$ cat src/rtl/stack_unit.sv
// rtl/stack_unit.sv - 16-bit LIFO stack with push/pop handshake FSM
// Each op takes IDLE -> PUSH/POP -> DONE -> IDLE; over/underflow is flagged, never wrapped.
module stack_unit #(
  parameter int DEPTH = 64
) (
  input  logic        clk,
  input  logic        rst_b,
  input  logic        push_req,
  input  logic        pop_req,
  input  logic [15:0] push_data,
  output logic [15:0] pop_out,
  output logic        push_done,
  output logic        pop_done,
  output logic [15:0] sp,
  output logic        busy,
  output logic        full,
  output logic        empty,
  output logic        err
);

  localparam int AW  = (DEPTH > 1) ? $clog2(DEPTH) : 1;
  localparam int SPW = AW + 1;
  localparam logic [SPW-1:0] DEPTH_SP = SPW'(DEPTH);
  localparam logic [SPW-1:0] ONE_SP   = SPW'(1);
  localparam logic [AW-1:0]  ONE_A    = AW'(1);

  typedef enum logic [1:0] {IDLE, PUSH, POP, DONE} state_t;

  state_t          state;
  logic [SPW-1:0]  sp_q;
  logic [15:0]     data_q;
  logic [15:0]     mem [DEPTH];
  logic [AW-1:0]   wr_idx;
  logic [AW-1:0]   rd_idx;
  logic            can_push;
  logic            can_pop;

  assign can_push = (sp_q != DEPTH_SP);
  assign can_pop  = (sp_q != '0);
  assign wr_idx   = sp_q[AW-1:0];
  // When sp == DEPTH the low bits are zero, so the decrement lands on DEPTH-1.
  assign rd_idx   = sp_q[AW-1:0] - ONE_A;

  assign sp    = 16'(sp_q);
  assign busy  = (state != IDLE);
  assign full  = (sp_q == DEPTH_SP);
  assign empty = (sp_q == '0);

  always_ff @(posedge clk) begin
    if (rst_b) begin
      state     <= IDLE;
      sp_q      <= '0;
      pop_out   <= 16'h0000;
      push_done <= 1'b0;
      pop_done  <= 1'b0;
      err       <= 1'b0;
      data_q    <= 16'h0000;
    end else begin
      case (state)
        IDLE: begin
          if (push_req) begin
            data_q <= push_data;
            state  <= PUSH;
          end else if (pop_req) begin
            state  <= POP;
          end
        end
        PUSH: begin
          if (can_push) begin
            sp_q <= sp_q + ONE_SP;
            err  <= 1'b0;
          end else begin
            err  <= 1'b1;
          end
          push_done <= 1'b1;
          state     <= DONE;
        end
        POP: begin
          if (can_pop) begin
            pop_out <= mem[rd_idx];
            sp_q    <= sp_q - ONE_SP;
            err     <= 1'b0;
          end else begin
            err     <= 1'b1;
          end
          pop_done <= 1'b1;
          state    <= DONE;
        end
        default: begin
          push_done <= 1'b0;
          pop_done  <= 1'b0;
          err       <= 1'b0;
          state     <= IDLE;
        end
      endcase
    end
  end

  // Storage is never reset; sp bounds every read to written entries.
  always_ff @(posedge clk) begin
    if (!rst_b && state == PUSH && can_push) begin
      mem[wr_idx] <= data_q;
    end
  end

endmodule

$ cat config.mk
export PLATFORM = sky130hd
export DESIGN_NAME = stack_unit
export DESIGN_NICKNAME = d
export VERILOG_FILES = /design/src/rtl/stack_unit.sv
export SDC_FILE = /design/constraint.sdc
export NUM_CORES = 1
export LEC_CHECK = 0
export CORE_AREA = 2 2 267 269
export CTS_CLUSTER_SIZE = 16
export DETAILED_ROUTE_END_ITERATION = 16
export DIE_AREA = 0 0 269 271
export PLACE_DENSITY = 0.82
export SETUP_SLACK_MARGIN = 0.15
export SYNTH_ARGS = -nofsm -noshare
export SYNTH_HDL_FRONTEND = slang
export SYNTH_SLANG_ARGS = --single-unit
$ cat constraint.sdc
create_clock -name clk -period 3.7 [get_ports clk]
set_input_delay 0.555 -clock clk [delete_from_list [all_inputs] [get_ports clk]]
set_output_delay 0.555 -clock clk [all_outputs]
set_load 0.03 [all_outputs]
Word-level counts from Yosys, hierarchy flattened --
Memory sizes are Yosys's and may differ from the RTL's. A register that Yosys moved wholly into a read port is not among the register bits. Index checks and enable logic that the tools add are counted.
Storage, ports and cells: input port bits 20, word-level logic and storage cells 44, memories 1, register bits 28, RAM bits 1024, output and inout port bits 38
Operators by class: multiplexer cells 13, $add $sub $neg 3, eq/ne operators 7, reductions and logical operators 14
Memory list:
- mem | depth 64, width 16, rd ports 1, clocked after Yosys merged registers in 1, wr ports 1, line 32 | logic [15:0] mem [DEPTH];
Operators with widths (count):
- 7-bit two-way mux | 2
- 7-bit one-hot mux with 2 select lines | 1
- 7-bit by 1-bit adder with 7-bit output (second input constant) | 1
- 7-bit == test (second input constant) | 1
- 7-bit zero test | 1
- 7-bit inequality test (second input constant) | 1
- 7-bit nonzero test | 1
- 7-bit by 1-bit subtractor with 7-bit output (second input constant) | 1
- 2-bit OR reduction | 3
- 6-bit by 1-bit subtractor with 6-bit output (second input constant) | 1
- 1-bit two-way mux | 4
- 2-bit two-way mux | 2
- 2-bit inequality test (second input constant) | 2
- 1-bit one-hot mux with 2 select lines | 2
- 2-bit one-hot mux with 2 select lines | 1
- 2-bit AND reduction | 2
- 2-bit nonzero test | 2
- 3-bit inequality test (second input constant) | 1
- 1-bit one-hot mux with 3 select lines | 1
- 3-bit AND reduction | 1
- 2-bit by 1-bit == test with 1-bit output (second input constant) | 1
- 2-bit == test (second input constant) | 1
- 1-bit logical AND | 2
- 2-bit zero test | 1
- 1-bit zero test | 1

Logic depth before layout (Yosys ltp) --
depth in word-level cells 5, depth in mapped cells 11, mapped depth without buffers 10

Least setup slack after synthesis --
OpenSTA, ideal clock, no wires.
path type register to register, start point register sp_q[0], end point memory mem[63][0] (enable), stages on the path, launching flop included 7, slack 0.847 ns, setup time 0.389 ns, arrival time 2.465 ns, buffers on the path 3, required time 3.311 ns, clock period less this slack 2.853 ns, cell sequence dfxtp_1 -> buf_6 -> buf_2 -> buf_6 -> and4_1 -> nand3_1 -> nor2_1
On the way: longest elaborated chain between the ends 4
RTL lines:
- from (decl) | line 30 | logic [SPW-1:0] sp_q;
- from (signal assigned) | line 70 | sp_q <= sp_q + ONE_SP;
- from (signal assigned) | line 81 | sp_q <= sp_q - ONE_SP;
- 7-bit inequality test | line 38 | assign can_push = (sp_q != DEPTH_SP);
- 1-bit logical AND | line 101 | if (!rst_b && state == PUSH && can_push) begin
- 1-bit two-way mux | line 101
- 1-bit two-way mux (implied by the code) | line 102 | mem[wr_idx] <= data_q;
- to (decl) | line 32
Parallel ways exist; a longest one is shown, timed or not.

Worst setup path after layout --
start point register sp_q[0], end point register pop_out[3] (read register of mem)
On the way: elaborated cells on any way between the ends 3, classes of those cells add/sub (1); reduce/logical (2)
RTL lines:
- 6-bit by 1-bit subtractor with 6-bit output | line 42 | assign rd_idx = sp_q[AW-1:0] - ONE_A;
- via rd_idx[0] | line 34 | logic [AW-1:0] rd_idx;
- to (decl) | line 11 | output logic [15:0] pop_out,
The timed path passes the listed nets, and every way through them passes these cells. A chain may end at the register's enable or synchronous reset.

==> results_dict.tcl <==
set metrics [dict create \
    critPathKind "flip-flop to flip-flop" \
    numCtsBuffers 100 \
    hold_viol 0 \
    drt_wl_total_mm 104 \
    ys.flop_type "edfxtp_1" \
    critPathCaptureType "flip-flop" \
    fin_worst_skew_ps 43.3 \
    initial_core_util_pct 59.6 \
    max_cap_violations 1 \
    slew_headroom_pct -0.140 \
    synthCells 2050 \
    violations "max-capacitance violations, max-slew violations" \
    die_w_um 269 \
    cts_tree "built" \
    drive_gt1_share_pct 23.6 \
    io_buffers 48 \
    netlist_area_mm2 0.0416 \
    die_h_um 271 \
    grtUsageTotal_pct 29.1 \
    cellPowerDensity_mw_per_mm2 783 \
    hpwl_mm 57.3 \
    overflow 0 \
    fmax_ghz 0.295 \
    clock_sinks 1068 \
    worstSkewPairLatency_ps 680 \
    min_path_type "input pin to flip-flop" \
    finalCritPeriodShare_pct 91.7 \
    start_kind "flip-flop" \
    final.setup.tns_ps 0 \
    place_congestion 0.835 \
    vias_per_cell 6.76 \
    place_inst 3034 \
    r2r_slack_ps 310 \
    min_period_ps 3390 \
    drv_slew 1 \
    synthToLayoutAreaGrowth_pct 12.2 \
    postCtsSetupBuffers 0 \
    setup_viol 0 \
    placeableCoreArea_mm2 0.0698 \
    setup_slack_ps 308 \
    synth-seq-cells 1068 \
    dp_slack_ps 613 \
    fin_nets 2225 \
    design_area_mm2 0.0467 \
    grt_max_degree 82 \
    grt_pass1_wl_mm 152 \
    crit_path_max_fanout 15 \
    synthTopCellsByCount "1,024 x edfxtp_1, 256 x mux4_2, 227 x nand2_1, 84 x nor2_1, 64 x a32oi_1" \
    avgSynthCellArea_um2 20.3 \
    hold_start "push_data[6]" \
    dieArea_mm2 0.0729 \
    outcome "complete, but fails checks" \
    first_iter_violations 3011 \
    drt_pass1_iterations 5 \
    cts-root-buf "clkbuf_16" \
    yosysTopAreaCell "edfxtp_1" \
    p_leak_nw 14.9 \
    ys_seq_area_share_pct 76.1 \
    antenna_found_initial 5 \
    yosysWarnings 0 \
    whs_path_depth 3 \
    ctsResizeCount 0 \
    final-instance-count-excl-fill 3220 \
    ant_nets 0 \
    synth_edf_count 1024 \
    r2r_start "sp_q[0]" \
    placed_area_mm2 0.0436 \
    htreeDepth 3 \
    reg2reg_depth 7 \
    yosysTopAreaCellShare_pct 74.0 \
    rsz0062_at_grt "false" \
    min_to "data_q[6]" \
    grt_pass1_vias 22300 \
    num_vias 21800 \
    ys_types 55 \
    worstPathArrival_ps 3940 \
    wl_per_cell_um 32.2 \
    ios 58 \
    drc_errors 0 \
    worst_pin_slew_ps 1490 \
    cts_buffer_depth 3 \
    hold_buffers 0 \
    synth.area.top_cells "edfxtp_1 74%, mux4_2 14%, dfxtp_1 2.1%" \
    r2r_end "pop_out[3]" \
    peakVddDrop_v 0.000704 \
    path_clk_slew_ps 60 \
    synth_async_sr_flop_share_pct 0 \
    synth_most_common_cell "edfxtp_1" \
    rows 97 \
    cp.required_ps 4250 \
]
## cell type report
| type | count | area [µm²] |
|---|---|---|
| Sequential cell | 1068 | 31700 |
| Fill cell | 4091 | 23100 |
| Multi-Input combinational cell | 860 | 9260 |
| Clock buffer | 126 | 2650 |
| Timing Repair Buffer | 159 | 1450 |
| Tap cell | 940 | 1180 |
| Clock inverter | 55 | 427 |
| Inverter | 8 | 30.0 |
| Antenna cell | 4 | 10.0 |
## cell usage in the layout (no fill, tap or decap), types with 6 or more instances in the layout
cell,Yosys,layout
edfxtp_1,1024,1024
mux4_2,256,256
nand2_1,227,227
clkbuf_16,0,101
buf_4,23,100
nor2_1,84,84
a32oi_1,64,64
mux2i_1,51,51
clkdlybuf4s50_1,0,48
nand3_1,37,37
a21oi_1,27,27
dfxtp_1,44,27
clkinv_1,0,23
clkbuf_1,40,22
clkinv_2,0,18
nand4_1,17,17
dfxtp_2,0,15
buf_12,0,11
conb_1,1,9
inv_1,8,8
nor2b_1,7,7
ha_1,8,7
o21ai_1,6,6
## stage by stage
step                      power, mW  hold WS [ps]  util [%]
after floorplan                22.3           578         -
after global placement         26.3           446      62.4
after detailed placement       26.6           454      62.4
after CTS                      36.5           414      66.8
after global routing           37.5           426      66.9
final                          36.5           433      66.9
## cell families after synthesis
logic type	Yosys count	synth area share, %
other	1	0.00902
adder cells (fa/ha/maj)	8	0.241
AND/OR/NAND/NOR	405	4.29
XOR/XNOR	12	0.316
flip-flops	1068	76.1
AO/OA/AOI/OAI	117	2.15
multiplexers	309	15.1
buffers and inverters	130	1.76
## critical path, stage by stage (launching register included)
cell and delay, ps:
dfxtp_4 420, inv_1 240, ha_4 300, nand2b_1 100, o21ai_1 1150, nand3_1 460, nand4_1 530, nand2_1 90
## power breakdown
group	switching [mW]	total (mW)	internal [mW]	leakage, nW
clock	4.40	9.76	5.36	1.50
sequential	0.604	14.6	14.0	9.79
combinational	7.71	12.2	4.50	3.65
## metal layers
layer | GRT usage, % | wire length (µm)
met5 | 0 | 0
met4 | 15.0 | 5830
met3 | 6.68 | 11700
met2 | 46.9 | 52100
met1 | 37.4 | 34200
## worst max path at each step
| stage | from | endpoint | slack [ps] | cells after the start |
|---|---|---|---|---|
| 3_3_place_gp | sp_q[0] | pop_out[3] | 650 | 7 |
| 2_1_floorplan | sp_q[0] | mem[63][0] | 850 | 6 |
| 4_1_cts | sp_q[0] | empty | 340 | 5 |
| 3_5_place_dp | sp_q[0] | pop_out[13] | 610 | 9 |
| 5_1_grt | sp_q[0] | empty | 220 | 5 |
| 6_report | sp_q[0] | pop_out[3] | 310 | 7 |
## state kept, by name, indices dropped and copies added, names as in the netlist
name and count:
pop_done 1, mem 1024, err 1, data_q 16, push_done 1, state 2, sp_q 7, pop_out 16
Power figures use the tool's default switching activity.
